`config.mk`:
```
export PLATFORM = sky130hd
export DESIGN_NAME = lsu_access_flat
export DESIGN_NICKNAME = d
export VERILOG_FILES = /design/src/rtl/lsu_access_pkg.sv /design/src/rtl/lsu_access_if.sv /design/src/rtl/lsu_access_be_gen.sv /design/src/rtl/lsu_access.sv /design/src/flat_wrapper.sv
export SDC_FILE = /design/constraint.sdc
export NUM_CORES = 1
export LEC_CHECK = 0
export CAP_MARGIN = 20
export CORE_UTILIZATION = 43
export DETAILED_ROUTE_END_ITERATION = 12
export GPL_TIMING_DRIVEN = 0
export PLACE_DENSITY = 0.8
export SLEW_MARGIN = 20
export SYNTH_ARGS = -nofsm -noshare
export SYNTH_HDL_FRONTEND = slang
export SYNTH_SLANG_ARGS = --single-unit
```
`constraint.sdc`:
```
create_clock -name clk -period 2 [get_ports clk]
set_clock_uncertainty 0.05 [all_clocks]
set_input_delay 0.2 -clock clk [delete_from_list [all_inputs] [get_ports clk]]
set_output_delay 0.2 -clock clk [all_outputs]
set_load 0.02 [all_outputs]
```
`src/rtl/lsu_access_pkg.sv`:
```
// lsu_access_pkg: shared widths, access-size masks and FSM encoding for the LSU access stage.
package lsu_access_pkg;
    localparam int XLEN = 32;
    localparam int RF_ADDR_WIDTH = 5;
    localparam logic [3:0] LS_B = 4'b0001;
    localparam logic [3:0] LS_H = 4'b0011;
    localparam logic [3:0] LS_W = 4'b1111;
    typedef enum logic [1:0] {IDLE = 2'd0, REQ = 2'd1, RESP = 2'd2} lsu_state_e;
endpackage

```
`src/rtl/lsu_access_if.sv`:
```
// lsu_access_if: data-bus request/response channel between the LSU (master) and memory (slave).
interface lsu_access_if #(parameter int ADDR_W = 32);
    logic              req;
    logic              gnt;
    logic              we;
    logic [ADDR_W-1:0] addr;
    logic [3:0]        be;
    logic [31:0]       wdata;
    logic              rvalid;
    logic [31:0]       rdata;
    modport master(output req, we, addr, be, wdata, input gnt, rvalid, rdata);
    modport slave(input req, we, addr, be, wdata, output gnt, rvalid, rdata);
endinterface

```
`src/rtl/lsu_access_be_gen.sv`:
```
// lsu_be_gen: byte enables and lane-replicated store data from size mask and address low bits.
// With LSU_MISALIGN_TRAP_EN it also flags misaligned half/word accesses.
module lsu_be_gen
    import lsu_access_pkg::*;
(
    input  logic [3:0]  mask,
    input  logic [1:0]  addr_low,
    input  logic [31:0] data,
`ifdef LSU_MISALIGN_TRAP_EN
    output logic        misalign,
`endif
    output logic [3:0]  be,
    output logic [31:0] wdata
);
    // shifting in a 4-bit context drops lanes past the word, giving the truncated enables
    assign be = mask << addr_low;
    assign wdata = mask == LS_B ? {4{data[7:0]}} : mask == LS_H ? {2{data[15:0]}} : data;
`ifdef LSU_MISALIGN_TRAP_EN
    assign misalign = mask == LS_H & addr_low[0] | mask == LS_W & addr_low != 2'b00;
`endif
endmodule

```
`src/rtl/lsu_access.sv`:
```
// lsu_access: EX->MEM load/store stage; issues one data-bus access at a time and stalls EX meanwhile.
// Optional LSU_MISALIGN_TRAP_EN retires misaligned half/word accesses without a bus request.
module lsu_access
    import lsu_access_pkg::*;
#(
    parameter int ADDR_W = 32,
    parameter int RESP_TIMEOUT = 0
) (
    input  logic                     clk,
    input  logic                     rst_n,
    input  logic                     ex_valid,
    output logic                     ex_ready,
    input  logic [XLEN-1:0]          ex_pc,
    input  logic [XLEN-1:0]          ex_inst,
    input  logic                     ex_is_load,
    input  logic                     ex_is_store,
    input  logic [4:0]               ex_ls_mask,
    input  logic [XLEN-1:0]          ex_alu_res,
    input  logic [XLEN-1:0]          ex_store_data,
    input  logic                     ex_req_rf,
    input  logic [RF_ADDR_WIDTH-1:0] ex_rf_waddr,
    lsu_access_if.master             dbus,
    output logic                     mem_valid,
    output logic [XLEN-1:0]          mem_pc,
    output logic [XLEN-1:0]          mem_inst,
    output logic                     mem_is_load,
    output logic [XLEN-1:0]          mem_load_data,
    output logic [1:0]               mem_ls_addr_2low,
    output logic [4:0]               mem_l_mask,
    output logic                     mem_req_rf,
    output logic [RF_ADDR_WIDTH-1:0] mem_rf_waddr,
    output logic [XLEN-1:0]          mem_alu_res,
`ifdef LSU_MISALIGN_TRAP_EN
    output logic                     mem_misalign,
`endif
    output logic                     mem_bus_err
);
    lsu_state_e state, state_n;
    logic [XLEN-1:0] p_pc, p_inst, p_alu;
    logic [4:0] p_mask;
    logic p_load, p_req_rf, d_we, mis, acc, mem_op, granted, rdone, tout, ret, from_ex;
    logic [RF_ADDR_WIDTH-1:0] p_waddr;
    logic [3:0] be, d_be;
    logic [31:0] wdata, d_wdata;
`ifdef LSU_MISALIGN_TRAP_EN
    lsu_be_gen u_be (.mask(ex_ls_mask[3:0]), .addr_low(ex_alu_res[1:0]), .data(ex_store_data), .misalign(mis), .be(be), .wdata(wdata));
`else
    lsu_be_gen u_be (.mask(ex_ls_mask[3:0]), .addr_low(ex_alu_res[1:0]), .data(ex_store_data), .be(be), .wdata(wdata));
    assign mis = 1'b0;
`endif
    assign ex_ready = state == IDLE;
    assign from_ex = state == IDLE;
    assign acc = ex_valid & ex_ready;
    assign mem_op = (ex_is_load | ex_is_store) & !mis;
    assign granted = state == REQ & dbus.gnt;
    assign rdone = state == RESP & dbus.rvalid;
    assign dbus.req = state == REQ;
    assign dbus.addr = {p_alu[ADDR_W-1:2], 2'b00};
    assign dbus.be = d_be;
    assign dbus.wdata = d_wdata;
    assign dbus.we = d_we;
    generate
        if (RESP_TIMEOUT > 0) begin : g_to
            localparam int CW = RESP_TIMEOUT > 1 ? $clog2(RESP_TIMEOUT) : 1;
            logic [CW-1:0] cnt;
            always_ff @(posedge clk or negedge rst_n) begin
                if (!rst_n) cnt <= '0;
                else cnt <= state == RESP ? cnt + 1'b1 : '0;
            end
            assign tout = state == RESP & !dbus.rvalid & cnt == CW'(RESP_TIMEOUT - 1);
        end else begin : g_nto
            assign tout = 1'b0;
        end
    endgenerate
    always_comb begin
        state_n = acc & mem_op ? REQ : granted ? (p_load ? RESP : IDLE) : rdone | tout ? IDLE : state;
        ret = acc & !mem_op | granted & !p_load | rdone | tout;
    end
    always_ff @(posedge clk or negedge rst_n) begin
        if (!rst_n) begin
            state <= IDLE;
            {p_pc, p_inst, p_alu, p_mask, p_load, p_req_rf, p_waddr} <= '0;
            {d_be, d_wdata, d_we} <= '0;
        end else begin
            state <= state_n;
            if (acc & mem_op) begin
                {p_pc, p_inst, p_alu, p_mask} <= {ex_pc, ex_inst, ex_alu_res, ex_ls_mask};
                {p_load, p_req_rf, p_waddr} <= {ex_is_load, ex_req_rf, ex_rf_waddr};
                {d_be, d_wdata, d_we} <= {be, wdata, ex_is_store & !ex_is_load};
            end
        end
    end
    // retirement source: EX directly from IDLE, otherwise the latched access
    always_ff @(posedge clk or negedge rst_n) begin
        if (!rst_n) begin
            {mem_valid, mem_bus_err, mem_pc, mem_inst, mem_is_load, mem_load_data} <= '0;
            {mem_ls_addr_2low, mem_l_mask, mem_req_rf, mem_rf_waddr, mem_alu_res} <= '0;
`ifdef LSU_MISALIGN_TRAP_EN
            mem_misalign <= 1'b0;
`endif
        end else begin
            mem_valid <= ret;
            mem_bus_err <= tout;
`ifdef LSU_MISALIGN_TRAP_EN
            mem_misalign <= ret & from_ex & mis;
`endif
            if (ret) begin
                mem_pc <= from_ex ? ex_pc : p_pc;
                mem_inst <= from_ex ? ex_inst : p_inst;
                mem_alu_res <= from_ex ? ex_alu_res : p_alu;
                mem_ls_addr_2low <= from_ex ? ex_alu_res[1:0] : p_alu[1:0];
                mem_rf_waddr <= from_ex ? ex_rf_waddr : p_waddr;
                mem_is_load <= !from_ex & p_load;
                mem_l_mask <= !from_ex & p_load ? p_mask : '0;
                mem_req_rf <= from_ex ? ex_req_rf & !mis : p_load & p_req_rf & !tout;
            end
            if (rdone) mem_load_data <= dbus.rdata;
        end
    end
endmodule

```
`src/flat_wrapper.sv`:
```
// flat-port wrapper written by rule: the top's interface ports become plain ports
module lsu_access_flat import lsu_access_pkg::*;
#(
    parameter int ADDR_W = 32,
    parameter int RESP_TIMEOUT = 0
)
  (clk, rst_n, ex_valid, ex_ready, ex_pc, ex_inst, ex_is_load, ex_is_store, ex_ls_mask, ex_alu_res, ex_store_data, ex_req_rf, ex_rf_waddr, mem_valid, mem_pc, mem_inst, mem_is_load, mem_load_data, mem_ls_addr_2low, mem_l_mask, mem_req_rf, mem_rf_waddr, mem_alu_res, mem_bus_err, dbus_req, dbus_we, dbus_addr, dbus_be, dbus_wdata, dbus_gnt, dbus_rvalid, dbus_rdata);
  lsu_access_if #(.ADDR_W(ADDR_W)) dbus_i ();
  input  logic clk;
  input  logic rst_n;
  input  logic ex_valid;
  output logic ex_ready;
  input  logic [XLEN-1:0] ex_pc;
  input  logic [XLEN-1:0] ex_inst;
  input  logic ex_is_load;
  input  logic ex_is_store;
  input  logic [4:0] ex_ls_mask;
  input  logic [XLEN-1:0] ex_alu_res;
  input  logic [XLEN-1:0] ex_store_data;
  input  logic ex_req_rf;
  input  logic [RF_ADDR_WIDTH-1:0] ex_rf_waddr;
  output logic mem_valid;
  output logic [XLEN-1:0] mem_pc;
  output logic [XLEN-1:0] mem_inst;
  output logic mem_is_load;
  output logic [XLEN-1:0] mem_load_data;
  output logic [1:0] mem_ls_addr_2low;
  output logic [4:0] mem_l_mask;
  output logic mem_req_rf;
  output logic [RF_ADDR_WIDTH-1:0] mem_rf_waddr;
  output logic [XLEN-1:0] mem_alu_res;
  output logic mem_bus_err;
  output wire logic [$bits(dbus_i.req)-1:0] dbus_req;
  output wire logic [$bits(dbus_i.we)-1:0] dbus_we;
  output wire logic [$bits(dbus_i.addr)-1:0] dbus_addr;
  output wire logic [$bits(dbus_i.be)-1:0] dbus_be;
  output wire logic [$bits(dbus_i.wdata)-1:0] dbus_wdata;
  input wire logic [$bits(dbus_i.gnt)-1:0] dbus_gnt;
  input wire logic [$bits(dbus_i.rvalid)-1:0] dbus_rvalid;
  input wire logic [$bits(dbus_i.rdata)-1:0] dbus_rdata;
  assign dbus_req = dbus_i.req;
  assign dbus_we = dbus_i.we;
  assign dbus_addr = dbus_i.addr;
  assign dbus_be = dbus_i.be;
  assign dbus_wdata = dbus_i.wdata;
  assign dbus_i.gnt = dbus_gnt;
  assign dbus_i.rvalid = dbus_rvalid;
  assign dbus_i.rdata = dbus_rdata;
  lsu_access #(.ADDR_W(ADDR_W), .RESP_TIMEOUT(RESP_TIMEOUT)) u_core (.clk(clk), .rst_n(rst_n), .ex_valid(ex_valid), .ex_ready(ex_ready), .ex_pc(ex_pc), .ex_inst(ex_inst), .ex_is_load(ex_is_load), .ex_is_store(ex_is_store), .ex_ls_mask(ex_ls_mask), .ex_alu_res(ex_alu_res), .ex_store_data(ex_store_data), .ex_req_rf(ex_req_rf), .ex_rf_waddr(ex_rf_waddr), .dbus(dbus_i), .mem_valid(mem_valid), .mem_pc(mem_pc), .mem_inst(mem_inst), .mem_is_load(mem_is_load), .mem_load_data(mem_load_data), .mem_ls_addr_2low(mem_ls_addr_2low), .mem_l_mask(mem_l_mask), .mem_req_rf(mem_req_rf), .mem_rf_waddr(mem_rf_waddr), .mem_alu_res(mem_alu_res), .mem_bus_err(mem_bus_err));
endmodule
```
### After elaboration in Yosys (flattened, before gate mapping)

Index checks and enable logic that the tools add are counted.
W data, S select, Z words.

* logic and storage cells: 57
* input bits: 178
* bits in registers: 290

* bitwise gates (word level): 12
* mux-type cells: 13
* shift-type cells: 1
* equal/unequal tests: 4
* reductions and logical operators: 6

Operators by type and width (count)
* $mux W32: 5
* $mux W2: 5
* $mux W5: 2
* $and A1 B1 Y1: 9
* $eq A4 B1 Y1 const B: 1
* $eq A4 B2 Y1 const B: 1
* $logic_not A1 Y1: 4
* $shl A4 B2 Y4: 1
* $or A1 B1 Y1: 3
* $reduce_bool A3 Y1: 1
* $eq A2 B1 Y1 const B: 1
* $eq A2 B2 Y1 const B: 1
* $logic_not A2 Y1: 1
* $mux W1: 1

### Depth between registers and ports, before layout

Gate-level depths: netlist of run 1.

* depth in word-level cells: 5
* gate-level depth with buffers: 8
* mapped depth without buffers: 4

### By module

From an unflattened synthesis of run 1, not the netlist that was laid out.

* cells, all modules: 836
* area total of the unflattened synthesis: 12889.9 µm²

Modules (own cells, without submodules)
* lsu_access: area each 12349.3 µm², cells each 784, times used 1, seq. area each 7206.9 µm²
* lsu_be_gen: area each 540.5 µm², cells each 52, times used 1, seq. area each 0.0 µm²

### Least setup slack after synthesis of run 1

No wires, ideal clock.

* path type: reg-to-reg
* start: reg u_core.state[0]
* end: reg u_core.mem_inst[22]
* stages on the path, launching flop included: 9
* clock period less this slack: 2.029 ns
* path slack: -0.029 ns
* data required time: 1.825 ns
* arrival: 1.854 ns
* path buffers: 4
* setup time: 0.125 ns
* path through: dfrtp_1 buf_2 or2_2 buf_4 inv_2 buf_6 buf_6 mux2_2 mux2_2

* word-level cells in the longest chain between the ends: 5
* elaborated cells between the ends (all ways): 11
* those cells by class: eq/ne (2); mux (1); bitwise (7); reduce/logical (1)

Ends and longest elaborated chain
* from (decl): line lsu_access.sv:38 `lsu_state_e state, state_n;`
* from (signal assigned): line lsu_access.sv:85 `state <= state_n;`
* $logic_not A2 Y1 (*): line lsu_access.sv:51 `assign ex_ready = state == IDLE;`
* via ex_ready: line flat_wrapper.sv:12 `output logic ex_ready;`
* $and A1 B1 Y1: line lsu_access.sv:53 `assign acc = ex_valid & ex_ready;`
* $and A1 B1 Y1: line lsu_access.sv:77 `ret = acc & !mem_op | granted & !p_load | rdone | tout;`
* $or A1 B1 Y1 (2 in a row): line lsu_access.sv:77
* to (signal assigned): line lsu_access.sv:109 `mem_inst <= from_ex ? ex_inst : p_inst;`
* to (decl): line lsu_access.sv:25 `output logic [XLEN-1:0] mem_inst,`

The timed path passes the listed nets; every way through them passes the cells marked *.
A chain may end at the register's enable or synchronous reset.

### Worst setup path after layout of run 1

* start: reg u_core.state[0]
* end: reg u_core.mem_inst[30]

* word-level cells in the longest chain between the ends: 5
* elaborated cells between the ends (all ways): 11
* those cells by class: eq/ne (2); mux (1); bitwise (7); reduce/logical (1)

Ends and longest elaborated chain
* $eq A2 B1 Y1 or $logic_not A2 Y1 (tied branches): line lsu_access.sv:55, lsu_access.sv:51
* $and A1 B1 Y1, on equally long branches: line lsu_access.sv:55, lsu_access.sv:53
* $and A1 B1 Y1: line lsu_access.sv:77
* $or A1 B1 Y1: line lsu_access.sv:77
* $or A1 B1 Y1 (*): line lsu_access.sv:77
* via u_core.ret: line lsu_access.sv:41 `logic p_load, p_req_rf, d_we, mis, acc, mem_op, granted, rdone, tout, ret, from_ex;`

Marked as above.

==> qor_table.md, run 1 <==
| Group | Metric | Reported |
|---|---|---|
| yosys | Portion of netlist area occupied by mux cells | 0.324 |
| global route | Met3 Usage GRT | 0.0787 |
| min path | Hold/Removal Path Class | in -> async |
| worst setup path | Type of the worst setup path | reg -> reg |
| worst setup path | Largest fanout on the critical path | 10 |
| drt | Number of vias per cell after detailed routing | 5.09 |
| floorplan | Effective utilization at floorplan | 0.440 |
| clock network | Root Buffer | clkbuf_16 |
| global route | Antenna violations before repair | 1 |
| floorplan | Die width | 174 um |
| worst setup path | Slack of the worst reg-to-reg path | -40 ps |
| sta | Final clock period utilization by the worst path | 1.02 |
| drt | Detailed-routing iteration count for the pre-antenna-repair pass | 5 |
| worst setup path | Worst Setup EP | u_core.mem_inst[30] |
| floorplan | Die Y-Extent | 174 um |
| yosys | XOR/XNOR Fraction of Synth Area | 0 |
| worst setup path | Worst Reg-to-Reg Cells | 6 |
| sta | Setup violations, final | 8 |
| clock network | TritonCTS buffer count | 31 |
| layout | Net count reported at finish | 1497 |
| clock network | Maximum level of the CTS H-tree | 1 |
| layout | Area growth syn-to-layout | 48.0% |
| layout | Total non-filler cell area in the finished layout | 18800 um^2 |
| floorplan | Area of the core | 28900 um^2 |
| worst setup path | Launching instance or port of the critical path | u_core.state[0] |
| clock network | CTS tree | done |
| worst setup path | Critical register-to-register path endpoint | u_core.mem_inst[30] |
| worst setup path | Data required, critical path | 2380 ps |
| placement | Detailed Place HPWL | 24700 um |
| sta | Pins over their slew limit | 0 |
| drt | Initial DRC Count | 434 |
| layout | Layout cell share with drive strength beyond 1 | 0.388 |
| global route | GRT Max-Usage Layer | met2 |
| yosys | Main combinational cell family by area after synthesis | multiplexers |
| worst setup path | Startpoint of the worst register-to-register path | u_core.state[0] |
| drt | Wire length per cell | 20.2 um |
| power | Cell area power density | 1810 nW/um^2 |
| clock network | Maximum clock path buffer count | 3 |
| yosys | Number of warning messages in the yosys log | 0 |
| global route | Grt total ovfl | 0 |
| placement | Cell area reported after detailed placement | 17200 um^2 |
| sta | Clock period minus final worst setup slack | 2040 ps |
| drt | Final wirelength | 34900 um |
| sta | Max Freq | 0.491 GHz |
| clock network | Source-to-sink clock delay at the later pin of the worst-skew pair | 550 ps |
| yosys | Compound-cell area share of the yosys netlist | 0.0314 |
| yosys | Number of library cell types mapped by synthesis | 36 |
| sta | Number of hold-slack violations in the final timing report | 0 |
| yosys | Post-synthesis cell area | 12700 um^2 |
| drt | Number of nets with antenna violations after detailed routing | 0 |
| run status | Violated checks | negative setup slack |
| sta | Rel. slew slack | 0.372 |
| run | Maximum Capacitance Violations | 0 |
| placement | Count of buffers inserted at the top-level ports | 388 |
| drt | Remaining design rule violation count | 0 |
| yosys | Post-synthesis register bit count | 288 |
| sta | Setup ws final | -38.1 ps |
| worst setup path | WP data arrival | 2420 ps |
| sta | Setup repair after global routing missed its margin | yes |
| global route | Global routing usage on met1 | 0.279 |
| yosys | Mean instance size in the synthesized netlist | 14.5 um^2 |
| clock network | Sink count of the clock tree | 288 |
| yosys | Post-synth EDFFs | 0 |
| yosys | Share of synthesized cell area in full adder, half adder and majority cells | 0 |
| worst setup path | Startpoint type of the worst setup path | flop |
| run status | Result of the run | complete, but fails checks |
| clock network | Post-CTS clock slew at the launch and capture registers of the worst setup and hold paths | 60 ps |
| yosys | Number of standard cells after synthesis | 879 |
| floorplan | Die ar. | 30300 um^2 |
| power | Max rail drop VDD | 1.23 mV |
| worst setup path | Kind of capture point of the worst setup path | flop |
| global route | Via count of the first global-routing pass | 9595 |
| floorplan | I/O pin total | 393 |
| floorplan | Placement Rows | 62 |
| global route | Maximum number of pins on one net before global-route repair | 93 |
| yosys | Share of flip-flops with an asynchronous set or reset | 1.00 |
| placement | Weighted congestion at the end of routability-driven global placement | 0.787 |
| yosys | Top flip-flop cell by instance count after synthesis | dfrtp_1 |
| global route | Met2 Resource Use GR | 0.389 |
| power | Static power due to leakage | 0.00802 uW |
| layout | End-of-flow core utilization | 0.651 |
| yosys | Sequential share of the synthesized area | 0.566 |
| yosys | Synth Area in Simple Gates | 0.0247 |
| global route | GRT Overall Usage | 0.232 |
| sta | Slew of the pin with the lowest slew margin | 940 ps |
| drt | DR vias | 8781 |
| global route | Wire length of the first global-routing pass | 54900 um |
==> per-layer routing <==
metal / routed length (um) / vias to the layer above / part of all wire
met1: 13600 / 4386 / 0.39
met4: 1200 / 0 / 0.034
met5: 0 / - / 0
li1: - / 3990 / -
met2: 17000 / 345 / 0.49
met3: 3170 / 60 / 0.091
==> cells by family after synthesis <==
logic type             after synthesis
AOI/OAI and AO/OA                   66
buffers and inverters               98
DFF                                288
muxes                              364
other                                1
and+or+nand+nor                     62
==> cells in the mapped netlist, types with 3 or more instances <==
cell type,instances,area [um^2]
a21oi_1,28,140
a31oi_1,16,100
a41oi_1,8,70.1
and3_1,5,31.3
buf_2,17,85.1
buf_4,49,368
buf_6,11,124
clkbuf_1,15,56.3
dfrtp_1,288,7210
inv_1,3,11.3
mux2_2,350,3940
mux2_4,8,120
mux2i_1,5,50.1
nand2_1,34,128
nand3_1,8,40.0
nand3b_1,3,22.5
o21ai_0,10,50.1
==> sequential cells by signal, indices dropped and copies added, names as in the netlist, 32 cells and up <==
signal                count
u_core.p_inst            32
u_core.mem_inst          32
u_core.p_pc              32
u_core.mem_load_data     32
u_core.p_alu             32
u_core.mem_alu_res       32
u_core.dbus.wdata        32
u_core.mem_pc            32
==> layout by cell type, fill, tap and decap left out, drive strengths merged <==
cell and instances:
a21o 1, a21oi 28, a22o 1, a31oi 16, a41oi 8, and2 1
and3 5, buf 98, bufinv 3, clkbuf 61, clkdlybuf4s50 385, clkinv 4
clkinvlp 1, conb 3, dfrtp 288, diode 1, dlygate4sd3 1, inv 5
mux2 359, mux2i 5, nand2 34, nand3 8, nand3b 3, nor2 2
nor2b 1, nor3b 3, nor4b 1, o211ai 1, o21ai 10, o221ai 1
or2 2, or3b 2
==> critical path, cell delays in order (launching register included) <==
cell and delay (ps):
dfrtp_2 420, or3b_1 390, o221ai_2 190, buf_6 230, buf_8 180, buf_12 160, mux2_4 300
==> how the worst min path moves through the flow <==
stage | start | end | slack (ps) | cells after the start
CTS | rst_n | u_core.mem_pc[21] | 90 | 2
global route | rst_n | u_core.p_pc[27] | 110 | 2
global placement | u_core.p_mask[2] | u_core.p_mask[2] | 430 | 1
detailed placement | rst_n | u_core.mem_inst[5] | 80 | 1
floorplan | rst_n | u_core.dbus.be[0] | -150 | 0
finish | rst_n | u_core.mem_inst[5] | 90 | 2
==> what timing repair did <==
| item | CTS | global route |
|---|---|---|
| setup endpoints to repair | 244 | 257 |
| hold endpoints to repair | 216 | 0 |
| hold buffers | 1 | 0 |
| resized for setup | 110 | 19 |
| setup buffers | 13 | 4 |
| cloned | 2 | 0 |
==> through the flow <==
step / total power, uW / setup WS, ps / hold slack, ps / setup TNS [ps] / instances
finish: 34100 / -38.1 / 93.6 / -255 / 1726
global route: 35900 / -96.6 / 106 / -3030 / 1725
CTS: 34400 / -89.5 / 88.5 / -3740 / 1725
detailed placement: 26900 / -546 / 77.6 / -89110 / 1656
global placement: 26600 / -11970 / 433 / -3522820 / 1653
floorplan: 20100 / 1.03 / -146 / 0 / 881
==> layout make-up <==
type                       instances  area, um^2
sequential                       288        7210
timing repair buffer             410        4200
tap                              384         480
inverter                           4        17.5
multi-input combinational        495        5100
clock buffer                      46         932
buffer                            89         769
antenna                            1        2.50
fill                            2083       10100
clock inverter                     9         126
==> power breakdown <==
group	switching (uW)	total (uW)	internal (uW)
Combinational	7570	17800	10200
Clock	2310	5890	3580
Sequential	1610	10400	8830
Total	11500	34100	22600
No activity file was read; power rests on OpenSTA's default activity.
==> inputs of run 2 (changes only) <==
- RECOVER_POWER: unset -> 100
==> qor_table.md, run 2 (synthesis gave the netlist of run 1 again) <==
| Group | Metric | Reported |
|---|---|---|
| power | Psw | 11500 uW |
| placement | Detailed Place HPWL | 24700 um |
| layout | Layout cell share with drive strength beyond 1 | 0.388 |
| power | Cell area power density | 1810 nW/um^2 |
| power | Logic pwr share | 0.521 |
| floorplan | Die width | 174 um |
| power | Clk network pwr share | 0.173 |
| worst setup path | Data required, critical path | 2380 ps |
| worst setup path | Startpoint type of the worst setup path | flop |
| run status | Result of the run | complete, but fails checks |
| global route | Wire length of the first global-routing pass | 54900 um |
| placement | Weighted congestion at the end of routability-driven global placement | 0.787 |
| sta | Pins over their slew limit | 0 |
| power | Switch share | 0.337 |
| min path | Hold/Removal Path Class | in -> async |
| clock network | Source-to-sink clock delay at the later pin of the worst-skew pair | 550 ps |
| worst setup path | Cell family with most CP delay | buffers and inverters |
| worst setup path | Type of the worst setup path | reg -> reg |
| clock network | CTS tree | done |
| sta | Final clock period utilization by the worst path | 1.01 |
| floorplan | I/O pin total | 393 |
| drt | Wire length per cell | 20.2 um |
| worst setup path | Ordered list of cells on the worst path | or3b_1, o221ai_2, buf_6, buf_8, buf_12, mux2_4 |
| drt | Number of nets with antenna violations after detailed routing | 0 |
| worst setup path | WP data arrival | 2410 ps |
| clock network | Maximum level of the CTS H-tree | 1 |
| sta | Max Freq | 0.493 GHz |
| layout | Net count reported at finish | 1497 |
| global route | Maximum number of pins on one net before global-route repair | 93 |
| layout | Area growth syn-to-layout | 47.7% |
| drt | DR vias | 8775 |
| placement | Count of buffers inserted at the top-level ports | 388 |
| clock network | Post-CTS clock slew at the launch and capture registers of the worst setup and hold paths | 60 ps |
| floorplan | Die ar. | 30300 um^2 |
| layout | End-of-flow core utilization | 0.650 |
| power | Sequential Power Share | 0.306 |
| sta | Setup repair after global routing missed its margin | yes |
| global route | GRT Overall Usage | 0.232 |
| clock network | Maximum clock path buffer count | 3 |
| worst setup path | CP max-delay cell | dfrtp_2 |
| floorplan | Effective utilization at floorplan | 0.440 |
| layout | Top library cells by usage in the layout, fill and taps aside | 385 x clkdlybuf4s50_1, 286 x dfrtp_1, 284 x mux2_2 |
| sta | Setup violations, final | 8 |
| drt | Initial DRC Count | 402 |
| power | Max rail drop VDD | 1.23 mV |
| drt | Remaining design rule violation count | 0 |
| floorplan | Die Y-Extent | 174 um |
| worst setup path | Combined buffer and inverter count along the critical path | 3 |
| drt | Detailed-routing iteration count for the pre-antenna-repair pass | 4 |
| worst setup path | Largest fanout on the critical path | 10 |
| drt | Final wirelength | 34900 um |
| drt | Number of vias per cell after detailed routing | 5.08 |
| sta | Number of hold-slack violations in the final timing report | 0 |
| layout | Most frequent standard cell in the layout excluding fill and tap cells | clkdlybuf4s50_1 |
| global route | Grt total ovfl | 0 |
| floorplan | Area of the core | 28900 um^2 |
| sta | Setup ws final | -27.9 ps |
| global route | Antenna violations before repair | 1 |
| placement | Place WS | -546 ps |
| sta | Slew of the pin with the lowest slew margin | 1110 ps |
| power | Internal power contribution | 22600 uW |
| worst setup path | Kind of capture point of the worst setup path | flop |
| run status | Violated checks | negative setup slack |
| sta | Clock period minus final worst setup slack | 2030 ps |
| layout | Final-layout fill cell count | 2087 |
| global route | Via count of the first global-routing pass | 9595 |
| floorplan | Placement Rows | 62 |
| sta | Rel. slew slack | 0.259 |
| run | Maximum Capacitance Violations | 0 |
| clock network | Root Buffer | clkbuf_16 |
| power | Static power due to leakage | 0.00801 uW |
| clock network | TritonCTS buffer count | 31 |
| worst setup path | Peak per-stage delay on the critical path | 420 ps |
| clock network | Sink count of the clock tree | 288 |
==> run 2: power groups by stage <==
stage / sequential (uW) / clock [uW] / combinational [uW]
global route: 10800 / 6230 / 18800
global placement: 10300 / 0 / 16200
floorplan: 12400 / 0 / 7670
CTS: 10400 / 6020 / 18000
detailed placement: 10500 / 0 / 16500
finish: 10400 / 5900 / 17800
==> run 2: layout make-up <==
cell class / count / area (um^2) / share of cell area
inverters: 4 / 17.5 / 0.000931
diodes: 1 / 2.50 / 0.000133
flip-flops and latches: 288 / 7210 / 0.383
repair buffers: 410 / 4170 / 0.221
well taps: 384 / 480 / 0.0255
clock buffers: 46 / 932 / 0.0496
multi-input cells: 495 / 5100 / 0.271
plain buffers: 89 / 769 / 0.0409
clock inverters: 9 / 126 / 0.00672
==> run 2: what timing repair did <==
action	CTS	global route
hold buffers	1	0
gates resized for setup	110	19
cloned	2	0
buffers inserted	13	4
hold endpoints to repair	216	0
pin swaps	0	0
endpoints found under the setup margin	244	257
==> run 2: final timing paths <==
kind                                             to  slack [ps]  cells after the start        startpoint
worst min register to register     u_core.p_mask[2]         450                      1  u_core.p_mask[2]
min in group clk                    u_core.p_alu[0]         130                      2     ex_alu_res[0]
max in group asynchronous           u_core.state[0]         330                      4             rst_n
worst min-delay path             u_core.mem_inst[5]          80                      2             rst_n
worst max register to register  u_core.mem_inst[30]         -30                      6   u_core.state[0]
worst max-delay path            u_core.mem_inst[30]         -30                      6   u_core.state[0]
==> run 2: stage by stage <==
stage	TNS, ps	instances	hold slack, ps	total power, uW	instance area, um^2
after CTS	-3740	1725	88.5	34400	18800
after global placement	-3522820	1653	433	26600	17100
after global routing	-3030	1725	92.9	35900	18800
after detailed placement	-89110	1656	77.6	26900	17200
after floorplan	0	881	-146	20100	12800
final	-178	1726	80.8	34100	18800
==> run 2: per-layer routing <==
metal	part of all wire	up-vias	wire length (um)	global-route usage
met1	0.39	4373	13600	0.279
li1	-	3993	-	-
met2	0.49	346	17000	0.389
met5	0	-	0	0
met4	0.035	0	1220	0.0749
met3	0.088	63	3080	0.0787
